### src/rtl/das_shot_scheduler.sv
// Shot-timing controller for the DAS probe path: emits per-shot pulse start strobes,
// the latched probe width and the ADC acquisition window, all in the ADC clock domain.
module das_shot_scheduler #(
  parameter int CNT_W = 32,
  parameter int IDX_W = 16
) (
  input  logic             clk_adc_i,
  input  logic             reset_i,
  input  logic             start_i,
  input  logic             stop_i,
  input  logic [CNT_W-1:0] period_i,
  input  logic [CNT_W-1:0] pulse_width_i,
  input  logic [CNT_W-1:0] acq_delay_i,
  input  logic [CNT_W-1:0] acq_len_i,
  input  logic [IDX_W-1:0] shot_count_i,
  output logic             pulse_start_o,
  output logic [CNT_W-1:0] pulse_width_o,
  output logic             acq_valid_o,
  output logic             frame_start_o,
  output logic [IDX_W-1:0] shot_idx_o,
  output logic             busy_o,
  output logic             done_o,
  output logic             cfg_err_o
);

  localparam logic [0:0] IDLE = 1'b0;
  localparam logic [0:0] RUN  = 1'b1;

  logic [0:0]       state;
  logic [CNT_W-1:0] pos;
  logic             stop_pending;
  logic [CNT_W-1:0] cfg_period;
  logic [CNT_W-1:0] cfg_delay;
  logic [CNT_W-1:0] cfg_len;
  logic [IDX_W-1:0] cfg_count;

  logic [CNT_W:0]   sum_in;
  logic             cfg_ok;
  logic             launch;
  logic             reject;
  logic             shot_end;
  logic             last_shot;
  logic             finish;
  logic             nxt_run;
  logic [CNT_W-1:0] nxt_pos;
  logic [CNT_W-1:0] nxt_delay;
  logic [CNT_W-1:0] nxt_len;
  logic [CNT_W:0]   win_end;

  // The window bound is formed one bit wider so delay+len can never wrap.
  always_comb begin
    sum_in    = {1'b0, acq_delay_i} + {1'b0, acq_len_i};
    cfg_ok    = (period_i >= CNT_W'(2)) && (pulse_width_i != '0) &&
                (pulse_width_i < period_i) && (sum_in <= {1'b0, period_i});
    launch    = (state == IDLE) && start_i && !stop_i && cfg_ok;
    reject    = (state == IDLE) && start_i && !stop_i && !cfg_ok;
    shot_end  = (state == RUN) && (pos == cfg_period - CNT_W'(1));
    last_shot = (cfg_count != '0) && (shot_idx_o == cfg_count - IDX_W'(1));
    finish    = shot_end && (stop_pending || stop_i || last_shot);
    nxt_run   = launch || ((state == RUN) && !finish);
    nxt_pos   = '0;
    if ((state == RUN) && !shot_end) begin
      nxt_pos = pos + CNT_W'(1);
    end
    nxt_delay = launch ? acq_delay_i : cfg_delay;
    nxt_len   = launch ? acq_len_i : cfg_len;
    win_end   = {1'b0, nxt_delay} + {1'b0, nxt_len};
  end

  // Strobes and window are registered from the next position so they line up with pos.
  always_ff @(posedge clk_adc_i) begin
    if (reset_i) begin
      state         <= IDLE;
      pos           <= '0;
      stop_pending  <= 1'b0;
      cfg_period    <= '0;
      cfg_delay     <= '0;
      cfg_len       <= '0;
      cfg_count     <= '0;
      pulse_start_o <= 1'b0;
      pulse_width_o <= '0;
      acq_valid_o   <= 1'b0;
      frame_start_o <= 1'b0;
      shot_idx_o    <= '0;
      busy_o        <= 1'b0;
      done_o        <= 1'b0;
      cfg_err_o     <= 1'b0;
    end else begin
      state        <= nxt_run ? RUN : IDLE;
      pos          <= nxt_run ? nxt_pos : '0;
      stop_pending <= (state == RUN) && !finish && (stop_pending || stop_i);
      if (launch) begin
        cfg_period    <= period_i;
        cfg_delay     <= acq_delay_i;
        cfg_len       <= acq_len_i;
        cfg_count     <= shot_count_i;
        pulse_width_o <= pulse_width_i;
        shot_idx_o    <= '0;
        cfg_err_o     <= 1'b0;
      end else if (reject) begin
        cfg_err_o <= 1'b1;
      end else if (shot_end && !finish) begin
        shot_idx_o <= shot_idx_o + IDX_W'(1);
      end
      pulse_start_o <= nxt_run && (nxt_pos == '0);
      acq_valid_o   <= nxt_run && ({1'b0, nxt_pos} >= {1'b0, nxt_delay}) &&
                       ({1'b0, nxt_pos} < win_end);
      frame_start_o <= nxt_run && (nxt_pos == nxt_delay) && (nxt_len != '0);
      busy_o        <= nxt_run;
      done_o        <= finish;
    end
  end

endmodule

### config.mk
export PLATFORM = sky130hd
export DESIGN_NAME = das_shot_scheduler
export DESIGN_NICKNAME = d
export VERILOG_FILES = /design/src/rtl/das_shot_scheduler.sv
export SDC_FILE = /design/constraint.sdc
export NUM_CORES = 1
export LEC_CHECK = 0
export CAP_MARGIN = 10
export CORE_MARGIN = 2
export CORE_UTILIZATION = 35
export DETAILED_ROUTE_END_ITERATION = 16
export PLACE_DENSITY = 0.66
export SYNTH_ARGS = -nofsm -noshare
export SYNTH_HDL_FRONTEND = slang
export SYNTH_SLANG_ARGS = --single-unit
export TNS_END_PERCENT = 50
### constraint.sdc
create_clock -name clk_adc_i -period 10.5 [get_ports clk_adc_i]
set_input_delay 2.1 -clock clk_adc_i [delete_from_list [all_inputs] [get_ports clk_adc_i]]
set_output_delay 2.1 -clock clk_adc_i [all_outputs]
set_load 0.01 [all_outputs]
==> metrics <==
ANT cells 0; core footprint approximately 45,000 um2; via count 17,515; Synth area leaders dfxtp_1 25%, ha_1 15%, nand2_1 6.3%; grt total ovfl 0; Worst R2R Setup Slack 3.71 ns; top_reg_cell synth dfxtp_1; Final Skew approximately 0.017 ns; Max stage delay on crit path slightly below 0.5 ns; R2R cell count 21; maximum vdd drop approximately 0.11 mV; first-pass GRT wire length between 90,000 and 100,000 um; Final ANT Viol Nets 0; synth-to-layout area growth 37.52%; CP top delay family compound AO/OA/AOI/OAI gates; startpoint type of the worst setup path input port; syn_area_per_cell 7.668 um2; synth unique cells 80; Least-Margin Pin Slew 1.165 ns; post-DR wirelength/cell 19.57 um; slew margin rel. around 20%; Die Y 217.8 um; hold_sp pulse_width_o[13]; sequential fraction of the synthesis area between 20% and 30%; Pre-antenna DRT Iters 7; root buffer cell clkbuf_16; standard-cell rows 78; # setup viols final 0; largest net degree at the start of global routing just over 80; commonest cells after routing, fill and taps aside 323 x buf_4, 268 x nand2_1, 199 x dfxtp_1; Die Wd 217.8 um; RR Startpoint cfg_period[3]; Setup CP Type input port to flop; power density over the cells between 100 and 150 nW/um2; Clock Tree Buf Depth 2; #FFs+latches synth slightly below 200; # nets final ~2,900; CTS tree built; Final period util between 90 and 100%; FILL cells around 4,400; Fin. Hold Viols 0; Post-synth EDFFs 0; f_max between 90 and 100 MHz; Hold Path End pulse_width_o[13]; post-DP HPWL around 50,000 um; Remaining DRCs 0; Slowest cell on crit path or4_1; Initial Utilization 35.32%; Num CTS Buffers 17; final wirelength 61,820 um; full die area between 40,000 and 50,000 um2; register area approximately 4000 um2; IO Pins about 200; leading cell type in the layout, fill and taps excluded buf_4; Worst Setup End Kind flop; layout cells sized above 1 17.28%; Hold Crit Class flop to flop; number of global-route vias before repair roughly 17,000; Final Util between 40% and 50%; vias per cell between 5 and 6; max cap viols 0; Total Power about 2.4 mW; Slew Viols, Final 0; arrival time at the worst endpoint approximately 10 ns; Crit path buffers/inverters 8; Port Buffers ~200; Synth Net Count about 2,400; Clock Pin Slew Worst Setup and Hold Paths 0.09 ns; fraction of registers with async set/reset 0%; All-Layer GR Usage between 20% and 30%; final setup TNS 0 ns; Clk Latency, worst-skew pair approximately 0.49 ns; final critical-path required period ~10 ns; initial antenna violation count 0; Leak approximately 10 nW; yosys warns 0; CTS Hold Bufs 0; Max FO, Critical Path 7; most frequent CP cell buf_4; status finished clean; Synth top area share between 20% and 30%; clk sinks between 150 and 200; Multi-input gate area around 12,000 um2; cell accounting for the most synthesized area dfxtp_1; Syn Std Cell Area 16,000 um2; number of H-tree levels 4; cell count after synthesis between 2,000 and 2,500; Critical R2R Capture acq_valid_o; hold path depth 2; Routability Congestion a little over 1; Iter 0 DRT Violations 1,560; worst path required time between 10 and 15 ns
timing repair:
item | in CTS | in global routing
pin swaps | 20 | 52
gates resized for setup | 22 | 108
hold endpoints to repair | 0 | 0
setup endpoints to repair | 1 | 1
buffers inserted | 10 | 11
cells in the mapped netlist, drive strengths merged (11+ instances only):
cell type	number
nand4	61
nor2b	21
inv	126
nand3	59
nor2	198
and3	22
a2111oi	11
xor2	67
or4	20
ha	192
clkbuf	65
or3	13
nor4	38
a21o	70
buf	18
nand2b	19
a21oi	187
a211oi	13
xnor2	83
nand2	270
o211ai	20
dfxtp	199
o21ai	68
mux2i	63
nor3	49
power by group:
group	switching, mW	leakage (nW)	total (mW)	internal, mW
clock network	0.375	0.289	0.699	0.324
logic	0.469	8.41	0.883	0.414
registers	0.0191	1.61	0.796	0.776
total	0.864	10.3	2.38	1.51
per-stage QoR:
step	setup WS [ns]	area, um2	instances	hold slack, ns
after floorplan	0.01942	16020	2086	0.4481
after global placement	-0.8905	20730	3105	0.4415
after detailed placement	-1.073	20730	3105	0.4463
after CTS	0.004325	21500	3147	0.4583
after global routing	-0.1435	22000	3158	0.4801
final	0.3743	22000	3158	0.4578
metal layers:
metal	track usage, %	routed length, um	share of wire (%)	vias to the layer above
met3	4.407	4601	7.4	103
li1	-	-	-	8357
met2	42.36	28820	47	669
met4	8.050	1787	2.9	0
met5	0	0	0	-
met1	33.39	26600	43	8386
tightest hold or removal path: stages, from the launching register on:
cell     delay (ns)
dfxtp_1        0.31
nand2_1        0.05
a21oi_1        0.05
registers in the layout, indices dropped and copies added, names as in the netlist, 16 cells and up:
name	cells
cfg_delay	32
cfg_len	32
cfg_period	32
pos	32
pulse_width_o	32
cfg_count	16
shot_idx_o	16
worst max path at each step:
| stage | slack (ns) | end | cells past startpoint | from |
|---|---|---|---|---|
| final | 0.37 | acq_valid_o | 48 | acq_len_i[0] |
| after CTS | 0.004 | acq_valid_o | 49 | acq_delay_i[0] |
| after floorplan | 0.02 | acq_valid_o | 49 | acq_delay_i[1] |
| after global placement | -0.89 | acq_valid_o | 49 | acq_delay_i[1] |
| after global routing | -0.14 | acq_valid_o | 48 | acq_len_i[0] |
| after detailed placement | -1.07 | acq_valid_o | 49 | acq_delay_i[1] |
cells by family (layout without fill, tap and decap cells):
kind of cell / after synthesis / in the layout / synth area share (%)
AO/OA/AOI/OAI: 455 / 455 / 17.88
XOR/XNOR: 150 / 150 / 8.213
adder cells (fa/ha/maj): 198 / 198 / 15.52
buffers and inverters: 209 / 681 / 5.006
flip-flops: 199 / 199 / 24.91
multiplexers: 65 / 65 / 4.083
AND/OR/NAND/NOR: 810 / 810 / 24.39
final cells by class:
| class | instances | share of cell area (%) |
|---|---|---|
| multi-input cells | 1678 | 53.17 |
| repair buffers | 523 | 20.42 |
| flip-flops and latches | 199 | 18.11 |
| well taps | 600 | 3.413 |
| inverters | 126 | 2.150 |
| clock buffers | 18 | 1.951 |
| clock inverters | 14 | 0.7793 |
(Power assumes the default switching activity.)
